**src/rtl/projectile_controller.sv**
```systemverilog
// Enemy projectile pool for level 1: spawns below the enemy on a frame cadence,
// moves slots down once per frame, retires them at the screen bottom or on player contact.
module projectile_controller #(
  parameter int SPAWN_PERIOD = 60,
  parameter int PROJ_SPEED   = 3,
  parameter int PROJ_W       = 5,
  parameter int PROJ_H       = 12,
  parameter int SPRITE_SIZE  = 16,
  parameter int SCREEN_H     = 480
) (
  input  logic       clk,
  input  logic       rst,
  input  logic       frame_tick,
  input  logic [2:0] game_state,
  input  logic [1:0] level,
  input  logic [9:0] enemy_x,
  input  logic [9:0] enemy_y,
  input  logic [9:0] player_x,
  input  logic [9:0] player_y,
  output logic [9:0] proj0_x,
  output logic [9:0] proj0_y,
  output logic       proj0_active,
  output logic [9:0] proj1_x,
  output logic [9:0] proj1_y,
  output logic       proj1_active,
  output logic [9:0] proj2_x,
  output logic [9:0] proj2_y,
  output logic       proj2_active,
  output logic [9:0] proj3_x,
  output logic [9:0] proj3_y,
  output logic       proj3_active,
  output logic       player_hit
);

  localparam int CNT_W = (SPAWN_PERIOD > 1) ? $clog2(SPAWN_PERIOD) : 1;

  logic [9:0]       x_reg [4];
  logic [9:0]       y_reg [4];
  logic             active_reg [4];
  logic [CNT_W-1:0] cnt_reg;
  logic             hit_reg;

  logic [10:0] y_new [4];
  logic [3:0]  active_vec;
  logic [3:0]  retire;
  logic [3:0]  hit_slot;
  logic [3:0]  free_vec;
  logic [3:0]  spawn_sel;
  logic [10:0] spawn_y;
  logic [9:0]  spawn_x;
  logic        wrap;
  logic        spawn_ok;
  logic        update;

  assign update = frame_tick && (level == 2'd1) && (game_state == 3'd0);

  // All geometry is done in 11 bits so sums near the screen edge cannot wrap.
  genvar gi;
  generate
    for (gi = 0; gi < 4; gi++) begin : gen_slot
      assign active_vec[gi] = active_reg[gi];
      assign y_new[gi]      = {1'b0, y_reg[gi]} + 11'(PROJ_SPEED);
      assign retire[gi]     = active_reg[gi] && (y_new[gi] >= 11'(SCREEN_H));
      assign hit_slot[gi]   = active_reg[gi] && !retire[gi]
                           && ({1'b0, x_reg[gi]} < ({1'b0, player_x} + 11'(SPRITE_SIZE)))
                           && ({1'b0, player_x}  < ({1'b0, x_reg[gi]} + 11'(PROJ_W)))
                           && (y_new[gi]          < ({1'b0, player_y} + 11'(SPRITE_SIZE)))
                           && ({1'b0, player_y}  < (y_new[gi] + 11'(PROJ_H)));
    end
  endgenerate

  // Only slots empty before the tick may receive a spawn; lowest index wins.
  assign free_vec  = ~active_vec;
  assign spawn_sel = free_vec & (~free_vec + 4'd1);
  assign wrap      = (cnt_reg == CNT_W'(SPAWN_PERIOD - 1));
  assign spawn_y   = {1'b0, enemy_y} + 11'(SPRITE_SIZE);
  assign spawn_x   = enemy_x + 10'((SPRITE_SIZE - PROJ_W) / 2);
  assign spawn_ok  = wrap && (spawn_y < 11'(SCREEN_H));

  always_ff @(posedge clk) begin
    if (rst) begin
      for (int i = 0; i < 4; i++) begin
        x_reg[i]      <= '0;
        y_reg[i]      <= '0;
        active_reg[i] <= 1'b0;
      end
    end else if (level != 2'd1) begin
      for (int i = 0; i < 4; i++) active_reg[i] <= 1'b0;
    end else if (update) begin
      for (int i = 0; i < 4; i++) begin
        if (spawn_ok && spawn_sel[i]) begin
          x_reg[i]      <= spawn_x;
          y_reg[i]      <= spawn_y[9:0];
          active_reg[i] <= 1'b1;
        end else if (active_reg[i]) begin
          if (retire[i]) begin
            active_reg[i] <= 1'b0;
          end else begin
            y_reg[i] <= y_new[i][9:0];
            if (hit_slot[i]) active_reg[i] <= 1'b0;
          end
        end
      end
    end
  end

  always_ff @(posedge clk) begin
    if (rst || (level != 2'd1)) begin
      cnt_reg <= '0;
    end else if (update) begin
      cnt_reg <= wrap ? '0 : cnt_reg + CNT_W'(1);
    end
  end

  always_ff @(posedge clk) begin
    if (rst) hit_reg <= 1'b0;
    else     hit_reg <= update && (|hit_slot);
  end

  assign proj0_x      = x_reg[0];
  assign proj0_y      = y_reg[0];
  assign proj0_active = active_reg[0];
  assign proj1_x      = x_reg[1];
  assign proj1_y      = y_reg[1];
  assign proj1_active = active_reg[1];
  assign proj2_x      = x_reg[2];
  assign proj2_y      = y_reg[2];
  assign proj2_active = active_reg[2];
  assign proj3_x      = x_reg[3];
  assign proj3_y      = y_reg[3];
  assign proj3_active = active_reg[3];
  assign player_hit   = hit_reg;

endmodule

```
**config.mk**
```make
export PLATFORM = sky130hd
export DESIGN_NAME = projectile_controller
export DESIGN_NICKNAME = d
export VERILOG_FILES = /design/src/rtl/projectile_controller.sv
export SDC_FILE = /design/constraint.sdc
export NUM_CORES = 1
export LEC_CHECK = 0
export ABC_AREA = 1
export BUFFER_PORTS_ARGS = -buffer_cell sky130_fd_sc_hd__buf_2
export CELL_PAD_IN_SITES_DETAIL_PLACEMENT = 2
export CELL_PAD_IN_SITES_GLOBAL_PLACEMENT = 2
export CORE_ASPECT_RATIO = 1.25
export CORE_MARGIN = 1
export CORE_UTILIZATION = 38
export CTS_BUF_LIST = sky130_fd_sc_hd__clkbuf_4 sky130_fd_sc_hd__clkbuf_8
export DETAILED_ROUTE_END_ITERATION = 7
export PLACE_DENSITY_LB_ADDON = 0.1
export SLEW_MARGIN = 10
export SYNTH_ARGS = -nofsm -noshare
export SYNTH_HDL_FRONTEND = slang
export SYNTH_SLANG_ARGS = --single-unit
```
**constraint.sdc**
```tcl
create_clock -name clk -period 5.6 [get_ports clk]
set_input_delay 1.12 -clock clk [delete_from_list [all_inputs] [get_ports clk]]
set_output_delay 1.12 -clock clk [all_outputs]
set_load 0.01 [all_outputs]
```
==> results.toml <==
[detailed_routing]
num_vias = 9644
drt-initial-drc-count = 291
wl_um = 37590
avgRoutedWirePerCell_um = 21.15
post_drt_via_cell_ratio = 5.427
drtAntennaViolNets = 0
dr.pass1.iters = 4
drc = 0

[cells_and_area]
final_area_mm2 = 0.01117
num_antenna_cells = 0
layout_common_cells = "274 x nand2_1, 169 x ha_1, 167 x inv_1"
fin_nets = 1654
layout_commonest_cell = "nand2_1"
layout-drive-gt1-share = 0.1540
fillers = 3034
synthToLayoutAreaGrowth_pct = 12.23

[synth]
ys_seq_elements = 91
synthSimpleGateAreaFrac = 0.2817
synthCells = 1302
synth_top_area_frac = 0.2475
yosys_most_used_dff = "edfxtp_1"
synth_top_family_by_area = "simple AND/OR/NAND/NOR gates"
yosys-top-cells-area = "edfxtp_1 25%, ha_1 21%, nand2_1 10%, inv_1 6.3%, nor2_1 5.6%"
synth_compound_area_frac = 0.09808
ys_seq_area_frac = 0.2656
syn-cell-area_mm2 = 0.009951
synth-edff-count = 82
async_flop_share = 0
yosys_warnings = 0
yosys.area_share.adder = 0.2125
synth_xor_area_frac = 0.06853
ys_types = 44
avgSynthCellArea_um2 = 7.643
synth.area.mux_share = 0
synth_largest_area_cell = "edfxtp_1"

[place]
port_buffers = 132
placed_area_mm2 = 0.01097
dp_hpwl_um = 31570
place_congestion = 0.8395

[setup_path]
crit_path_frequent_cell = "nand2_1"
crit_path_end_kind = "flop"
start_kind = "flop"
critical-path-top-delay-family = "simple AND/OR/NAND/NOR gates"
path_buf_inv = 3
reg2reg_slack_ns = 1.96
path_cells = "inv_1 > ha_1 > xnor2_1 > inv_1 > ha_1 > inv_1 > nand2_1 > nor2_2 > xor2_1 > ha_1 > a21o_1 > nor2_1 > nand2_1 > nand2_1 > nand2_1 > nand2_1 > nand2_1 > nand3_1 > nand4_1 > o21ai_0"
critPathArrivalTime_ns = 3.76
crit_type = "flop to flop"
path_max_fanout = 5
cp.required_ns = 5.72
slowest_stage = "edfxtp_1"
max_stage_delay_ns = 0.42

[die]
io_pins = 133
num_rows = 65
die_area_mm2 = 0.02684
core_mm2 = 0.02546
die_y_um = 182.9
die_w_um = 146.7
initial_core_util = 0.3909

[sta]
finalHoldViolations = 0
rsz0062_at_grt = "false"
max_freq_ghz = 0.2744
worst_pin_slew_ns = 0.9138
finalMaxSlewViolations = 0
timing.final.crit_share = 0.6509
setup_viol = 0
min_period_ns = 3.645
skew_ns = 0.01487
fin_tns_setup_ns = 0
relSlewSlack = 0.3891

[global_route]
grt-ovfl-total = 0
antenna_found_initial = 0
grt_pass1_wl_um = 58130
grt_pass1_vias = 10580
grt_use_total = 0.2864
grt_max_degree = 22

[clocking]
clk_path_buf_depth = 2
cts_buffers = 9
ctsHoldBuffers = 0
clk_pin_slew_ns = 0.10
cts_tree = "done"
post-cts-setup-buffer-count = 0
clk_latency_ns = 0.41
htree_levels = 3
cts.sink_count = 91
cts_resized = 0
cts-root-buf = "clkbuf_8"

[power]
leakagePower_uw = 0.005617
vdd_drop_max_mv = 0.1009
powerDensity_mw_per_mm2 = 168.2
power_uw = 1879

[flow_run]
maxCapViolCount = 0

[run_status]
run_status = "finished clean"

[hold_path]
hold_class = "flop to flop"
## layout make-up
type	instances	area, um^2	share of cell area
clock buffer	10	131.4	0.01176
timing repair buffer	132	660.6	0.05915
tap	335	419.2	0.03753
inverter	175	659.4	0.05904
multi-input combinational	1028	6590	0.5901
clock inverter	6	65.06	0.005826
sequential	91	2643	0.2366
## through the flow
stage / setup slack [ns] / hold slack, ns / std cells / util
after floorplan: 2.559 / 0.4438 / 1305 / -
final: 1.955 / 0.5109 / 1777 / 0.4387
after global placement: 1.869 / 0.4601 / 1761 / 0.4310
after detailed placement: 1.708 / 0.4759 / 1761 / 0.4310
after global routing: 1.646 / 0.5446 / 1777 / 0.4387
after CTS: 1.962 / 0.5130 / 1777 / 0.4387
## synthesized netlist by cell type, drive strengths merged, types with 10 or more instances
cell      n
xnor2    14
nor2    175
a21oi    83
nand3b   10
nand3    75
edfxtp   82
ha      169
xor2     63
buf      11
inv     175
o22ai    35
nand4    37
o21ai    30
nand2   296
## kinds of logic (layout without fill, tap and decap cells)
family          Yosys count  in the layout
other cells               1              4
buf+inv                 186            323
simple gates            607            607
compound gates          171            171
fa+ha+maj               169            169
xor+xnor                 77             77
flops                    91             91
## final timing paths
path / from / to / cells past startpoint
worst min register to register: cnt_reg[5]$_SDFFE_PP0P_ / cnt_reg[5]$_SDFFE_PP0P_ / 2
worst max register to register: y_reg[3][0]$_DFFE_PP_ / active_reg[3]$_SDFFCE_PP0P_ / 20
worst min-delay path: cnt_reg[5]$_SDFFE_PP0P_ / cnt_reg[5]$_SDFFE_PP0P_ / 2
worst max-delay path: y_reg[3][0]$_DFFE_PP_ / active_reg[3]$_SDFFCE_PP0P_ / 20
## worst reg2reg max path, stage by stage (launching register included)
cell and delay [ns]:
edfxtp_1 0.42, inv_1 0.10, ha_1 0.28, xnor2_1 0.32
inv_1 0.18, ha_1 0.26, inv_1 0.06, nand2_1 0.08
nor2_2 0.18, xor2_1 0.19, ha_1 0.27, a21o_1 0.18
nor2_1 0.10, nand2_1 0.06, nand2_1 0.05, nand2_1 0.05
nand2_1 0.06, nand2_1 0.05, nand3_1 0.12, nand4_1 0.13
o21ai_0 0.21
## power by group
| group | total [uW] | switching [uW] | internal [uW] | leakage (uW) |
|---|---|---|---|---|
| Clock | 484 | 272 | 212 | 0.000100 |
| Combinational | 590 | 387 | 203 | 0.00461 |
| Sequential | 805 | 42.3 | 763 | 0.000903 |
| Total | 1880 | 701 | 1180 | 0.00562 |
## per-layer routing
layer  global-route usage  wire length, um
met5                    0                0
met1               0.2902            13980
met4               0.1013             1089
met3              0.02537              925
met2               0.5943            21590
No activity file was read; power rests on OpenSTA's default activity.
